**src/rtl/determ_pkg.sv**
```systemverilog
// Shared definitions for the deterministic bitstream encoders: state codes,
// derived sizes and the ones-count rounding/clamp helper.
package determ_pkg;

    localparam logic [0:0] ST_IDLE = 1'b0;
    localparam logic [0:0] ST_RUN  = 1'b1;

    localparam int unsigned DEF_BIT_WIDTH = 16;
    localparam int unsigned DEF_INT_WIDTH = 1;
    localparam int unsigned DEF_LOG_LEN   = 8;

    function automatic int unsigned stream_len(input int unsigned log_len);
        return 32'd1 << log_len;
    endfunction

    function automatic int unsigned frac_bits(input int unsigned bit_width,
                                              input int unsigned int_width);
        return bit_width - int_width;
    endfunction

    localparam int unsigned DEF_L = stream_len(DEF_LOG_LEN);
    localparam int unsigned DEF_F = frac_bits(DEF_BIT_WIDTH, DEF_INT_WIDTH);

    // Maps x (F fraction bits, sign-extended to 64) onto K ones out of 2^log_len:
    // offset into [0, 2^(F+1)], saturate, then scale with round-half-up.
    function automatic logic [31:0] ones_count(input logic signed [63:0] x,
                                               input int unsigned       frac,
                                               input int unsigned       log_len);
        logic signed [127:0] u;
        logic        [127:0] one_f;
        logic        [127:0] top;
        logic        [127:0] uc;
        one_f = 128'd1 << frac;
        top   = one_f << 1;
        u     = $signed({{64{x[63]}}, x}) + $signed(one_f);
        if (u[127])
            uc = '0;
        else if ($unsigned(u) > top)
            uc = top;
        else
            uc = $unsigned(u);
        return 32'(((uc << log_len) + one_f) >> (frac + 1));
    endfunction

endpackage

```
**src/rtl/determ_ones_calc.sv**
```systemverilog
// Combinational ones-count for one stream: K = round(L * (x + 1) / 2), saturated.
module determ_ones_calc
    import determ_pkg::*;
#(
    parameter int unsigned BIT_WIDTH = DEF_BIT_WIDTH,
    parameter int unsigned INT_WIDTH = DEF_INT_WIDTH,
    parameter int unsigned LOG_LEN   = DEF_LOG_LEN
) (
    input  logic signed [BIT_WIDTH-1:0] x_in,
    output logic        [LOG_LEN:0]     k
);

    localparam int unsigned F = frac_bits(BIT_WIDTH, INT_WIDTH);

    logic signed [63:0] x_ext;

    assign x_ext = {{(64-BIT_WIDTH){x_in[BIT_WIDTH-1]}}, x_in};
    assign k     = (LOG_LEN+1)'(ones_count(x_ext, F, LOG_LEN));

endmodule

```
**src/rtl/determ_gen_fxp.sv**
```systemverilog
// Deterministic bipolar bitstream generator: emits L = 2^LOG_LEN bits per
// loaded value, with K ones spread by error diffusion; streams can be chained.
module determ_gen_fxp
    import determ_pkg::*;
#(
    parameter int unsigned BIT_WIDTH = DEF_BIT_WIDTH,
    parameter int unsigned INT_WIDTH = DEF_INT_WIDTH,
    parameter int unsigned LOG_LEN   = DEF_LOG_LEN
) (
    input  logic                        CLK,
    input  logic                        nRST,
    input  logic signed [BIT_WIDTH-1:0] x_in,
    input  logic                        load,
    output logic                        ready,
    output logic                        bit_out,
    output logic                        valid,
    output logic                        last
);

    localparam logic [LOG_LEN:0] L_V = (LOG_LEN+1)'(stream_len(LOG_LEN));

    logic [0:0]         state;
    logic [LOG_LEN-1:0] cnt;
    logic [LOG_LEN-1:0] acc;
    logic [LOG_LEN:0]   k_r;
    logic [LOG_LEN:0]   k;
    logic [LOG_LEN:0]   s;
    logic [LOG_LEN:0]   s_wrap;
    logic               b;
    logic               cnt_last;
    logic               accept;

    determ_ones_calc #(
        .BIT_WIDTH (BIT_WIDTH),
        .INT_WIDTH (INT_WIDTH),
        .LOG_LEN   (LOG_LEN)
    ) u_ones (
        .x_in (x_in),
        .k    (k)
    );

    assign cnt_last = &cnt;
    assign ready    = (state == ST_IDLE) || (state == ST_RUN && cnt_last);
    assign accept   = load && ready;

    assign s      = {1'b0, acc} + k_r;
    assign b      = (s >= L_V);
    assign s_wrap = s - L_V;

    always_ff @(posedge CLK or negedge nRST) begin
        if (!nRST) begin
            state   <= ST_IDLE;
            cnt     <= '0;
            acc     <= '0;
            k_r     <= '0;
            bit_out <= 1'b0;
            valid   <= 1'b0;
            last    <= 1'b0;
        end else begin
            if (state == ST_RUN) begin
                bit_out <= b;
                valid   <= 1'b1;
                last    <= cnt_last;
                acc     <= b ? s_wrap[LOG_LEN-1:0] : s[LOG_LEN-1:0];
                cnt     <= cnt + 1'b1;
                if (cnt_last)
                    state <= ST_IDLE;
            end else begin
                bit_out <= 1'b0;
                valid   <= 1'b0;
                last    <= 1'b0;
            end
            // A load on the final RUN cycle overrides the return to IDLE,
            // while the outputs above still carry the old stream's last bit.
            if (accept) begin
                k_r   <= k;
                acc   <= '0;
                cnt   <= '0;
                state <= ST_RUN;
            end
        end
    end

endmodule

```
**config.mk**
```make
export PLATFORM = sky130hd
export DESIGN_NAME = determ_gen_fxp
export DESIGN_NICKNAME = d
export VERILOG_FILES = /design/src/rtl/determ_pkg.sv /design/src/rtl/determ_ones_calc.sv /design/src/rtl/determ_gen_fxp.sv
export SDC_FILE = /design/constraint.sdc
export NUM_CORES = 1
export LEC_CHECK = 0
export ABC_AREA = 1
export CORE_MARGIN = 3
export CORE_UTILIZATION = 40
export CTS_BUF_LIST = sky130_fd_sc_hd__clkbuf_16
export DETAILED_ROUTE_END_ITERATION = 16
export SYNTH_ARGS = -nofsm -noshare
export SYNTH_HDL_FRONTEND = slang
export SYNTH_SLANG_ARGS = --single-unit
```
**constraint.sdc**
```tcl
create_clock -name CLK -period 4.1 [get_ports CLK]
set_input_delay 1.23 -clock CLK [delete_from_list [all_inputs] [get_ports CLK]]
set_output_delay 1.23 -clock CLK [all_outputs]
set_load 0.02 [all_outputs]
```
==> flow_summary.json <==
{
  "path_delay_family": "buffers and inverters",
  "synth-seq-area-share": 0.425,
  "async_flop_share": 1.00,
  "start_kind": "flip-flop",
  "die_h_um": 71.3,
  "fillerInstances": 381,
  "antenna_found_initial": 0,
  "clkPwrFrac": 0.258,
  "cts_resized": 0,
  "antennaDiodeCount": 0,
  "fin_nets": 271,
  "start_util": 0.421,
  "syn_nets": 249,
  "cts_tree": "yes",
  "finalSetupViolations": 0,
  "combPwrFrac": 0.419,
  "clock-root-buffer": "clkbuf_16",
  "yosysMostFrequentCell": "nand2_1",
  "path_clk_slew_ns": 0.05,
  "seq_power_share": 0.323,
  "hp-class": "flip-flop to flip-flop",
  "worstReg2RegStart": "acc[0]$_DFFE_PN0P_",
  "fin_hold_ws_ns": 0.487,
  "areaGrowthSynthToFinish_pct": 21.9,
  "crit_chain": "ha_1, nand3_2, nor2_2, nand2_2, nand2_2, clkdlybuf4s50_1",
  "cts-buffers-inserted": 5,
  "clk_latency_ns": 0.27,
  "required_ns": 2.87,
  "vias_per_cell": 4.65,
  "grt_use_total": 0.148,
  "dp_hpwl_um": 2380,
  "cp_common_cell": "nand2_2",
  "timing.setup.tns_ns": 0,
  "htreeDepth": 2,
  "hold_viol_final": 0,
  "cp-startpoint": "cnt[0]$_DFFE_PN0P_",
  "crit_fanout": 4,
  "ys_warn_count": 0,
  "drt_wl_total_um": 3110,
  "crit_slowest_cell": "clkdlybuf4s50_1",
  "drive_gt1_frac": 0.0744,
  "portBuffers": 15,
  "critPathKind": "flip-flop to output pin",
  "syn_inst": 219,
  "ys_seq_elements": 29,
  "p_int_mw": 0.974,
  "cp.arrival_ns": 1.89,
  "worst_path_largest_cell_delay_ns": 0.60,
  "ios": 23,
  "synth_top_area_frac": 0.425,
  "p_sw_mw": 0.572,
  "initialDrtViolationCount": 63,
  "postSynthAreaPerCell_um2": 7.80,
  "gp_congestion": 0.830,
  "p_sw_frac": 0.370,
  "period_share": 0.760,
  "relSlewSlack": 0.604,
  "wl_per_cell_um": 10.7,
  "postCtsHoldBufs": 0,
  "clkSinkCount": 29,
  "fin_skew_ns": 0.00720,
  "synth_cell_type_count": 22,
  "grt_overflow": 0,
  "rows": 23,
  "drc": 0,
  "drv_cap": 0,
  "status": "finished, final reports clean",
  "slew_violations": 0,
  "cts_max_path_buffers": 2,
  "vdd_drop_max_v": 0.000283,
  "core_area_um2": 4060,
  "yosys-top-cells-count": "nand2_1 (73), dfrtp_1 (29), inv_1 (26), nand3_1 (21), nor2_1 (19)",
  "drt.antenna.violating_nets": 0,
  "die_w_um": 71.3,
  "synth.area.top_cells": "dfrtp_1 (42%), nand2_1 (16%), ha_1 (7.3%)",
  "synth_edf_count": 0,
  "rsz0062_at_grt": "false",
  "powerDensity_nw_per_um2": 743,
  "grt_max_degree": 30,
  "yosysTopAreaCell": "dfrtp_1",
  "power_leakage_nw": 1.08,
  "yosys_most_used_dff": "dfrtp_1",
  "syn_area_um2": 1710,
  "grt_pass1_vias": 1295,
  "hp-start": "acc[6]$_DFFE_PN0P_",
  "drtPass1Iterations": 6,
  "vias": 1359,
  "die-area_um2": 5090,
  "final.min_clock_period_ns": 3.12,
  "max_clock_freq_mhz": 321,
  "worstMarginPinSlew_ns": 0.594,
  "crit_path_end_kind": "output pin",
  "final_util": 0.513,
  "critPathBufInv": 1,
  "grt_pass1_wl_um": 5890,
  "cts_setup_buffers": 0
}
==> power groups by stage <==
stage	Clock [mW]	Sequential, mW	Combinational (mW)
after detailed placement	0	0.504	0.652
after CTS	0.410	0.500	0.657
final	0.399	0.499	0.648
after floorplan	0	0.484	0.529
after global placement	0	0.501	0.641
after global routing	0.431	0.517	0.781
==> metal layers <==
metal / global-route usage / wire length (um)
met1: 0.200 / 1590
met2: 0.220 / 1310
met3: 0.0463 / 141
met4: 0.0626 / 65
met5: 0 / 0
==> layout by cell type, fill, tap and decap left out, drive strengths merged <==
cell type / Yosys / layout
a21oi: 6 / 6
buf: 2 / 2
bufinv: 0 / 1
mux2i: 1 / 1
clkbuf: 0 / 5
nand3: 22 / 22
nand2: 76 / 76
clkdlybuf4s50: 0 / 15
xor2: 5 / 5
xnor2: 6 / 6
nand3b: 1 / 1
o21ai: 9 / 9
inv: 26 / 27
clkinv: 0 / 1
ha: 10 / 10
o21bai: 2 / 2
fa: 1 / 1
dfrtp: 29 / 29
nand4: 2 / 2
nor2: 21 / 21
==> kinds of logic (layout without fill, tap and decap cells) <==
kind of cell	Yosys count	after routing	share of synthesized area
AOI/OAI and AO/OA	17	17	0.0615
adders and majority gates	11	11	0.0850
DFF	29	29	0.425
xor gates and xnor gates	11	11	0.0564
muxes	1	1	0.00586
and+or+nand+nor	122	122	0.300
buffers and inverters	28	51	0.0667
==> through the flow <==
stage               total power, mW  area (um^2)  instances  worst slack (ns)
floorplan                      1.01         1710        219              1.90
global placement               1.14         1920        284              1.29
detailed placement             1.16         1920        284              1.28
CTS                            1.57         2080        292             0.980
global route                   1.73         2080        292             0.851
finish                         1.55         2080        292             0.982
==> registers in the layout (all words and copies together) (netlist names) <==
| signal | flops |
|---|---|
| k_r | 9 |
| acc | 8 |
| cnt | 8 |
| bit_out | 1 |
| last | 1 |
| state | 1 |
| valid | 1 |
==> worst reg2reg max path, cell delays in order, from the launching register on <==
cell	delay, ns
dfrtp_1	0.38
ha_1	0.25
fa_1	0.41
nand2_1	0.09
nand3_1	0.12
nand2_1	0.10
xor2_1	0.14
o21ai_0	0.09
==> path summary, 6_finish.rpt <==
path / end / slack (ns) / cells after the start
min in group asynchronous: acc[1]$_DFFE_PN0P_ / 1.34 / 2
worst max-delay path: ready / 0.98 / 6
worst min register to register: acc[6]$_DFFE_PN0P_ / 0.49 / 2
worst max register to register: acc[4]$_DFFE_PN0P_ / 2.40 / 7
max in group asynchronous: k_r[4]$_DFFE_PN0P_ / 2.49 / 2
worst min-delay path: acc[6]$_DFFE_PN0P_ / 0.49 / 2
==> final cells by class <==
type / instances / area (um^2) / area share
clock buffer: 5 / 125 / 0.0601
timing repair buffer: 17 / 165 / 0.0793
multi-input combinational: 162 / 868 / 0.417
clock inverter: 3 / 37.5 / 0.0180
sequential: 29 / 726 / 0.349
tap: 50 / 62.6 / 0.0300
inverter: 26 / 97.6 / 0.0469
No activity file was read; power rests on OpenSTA's default activity.
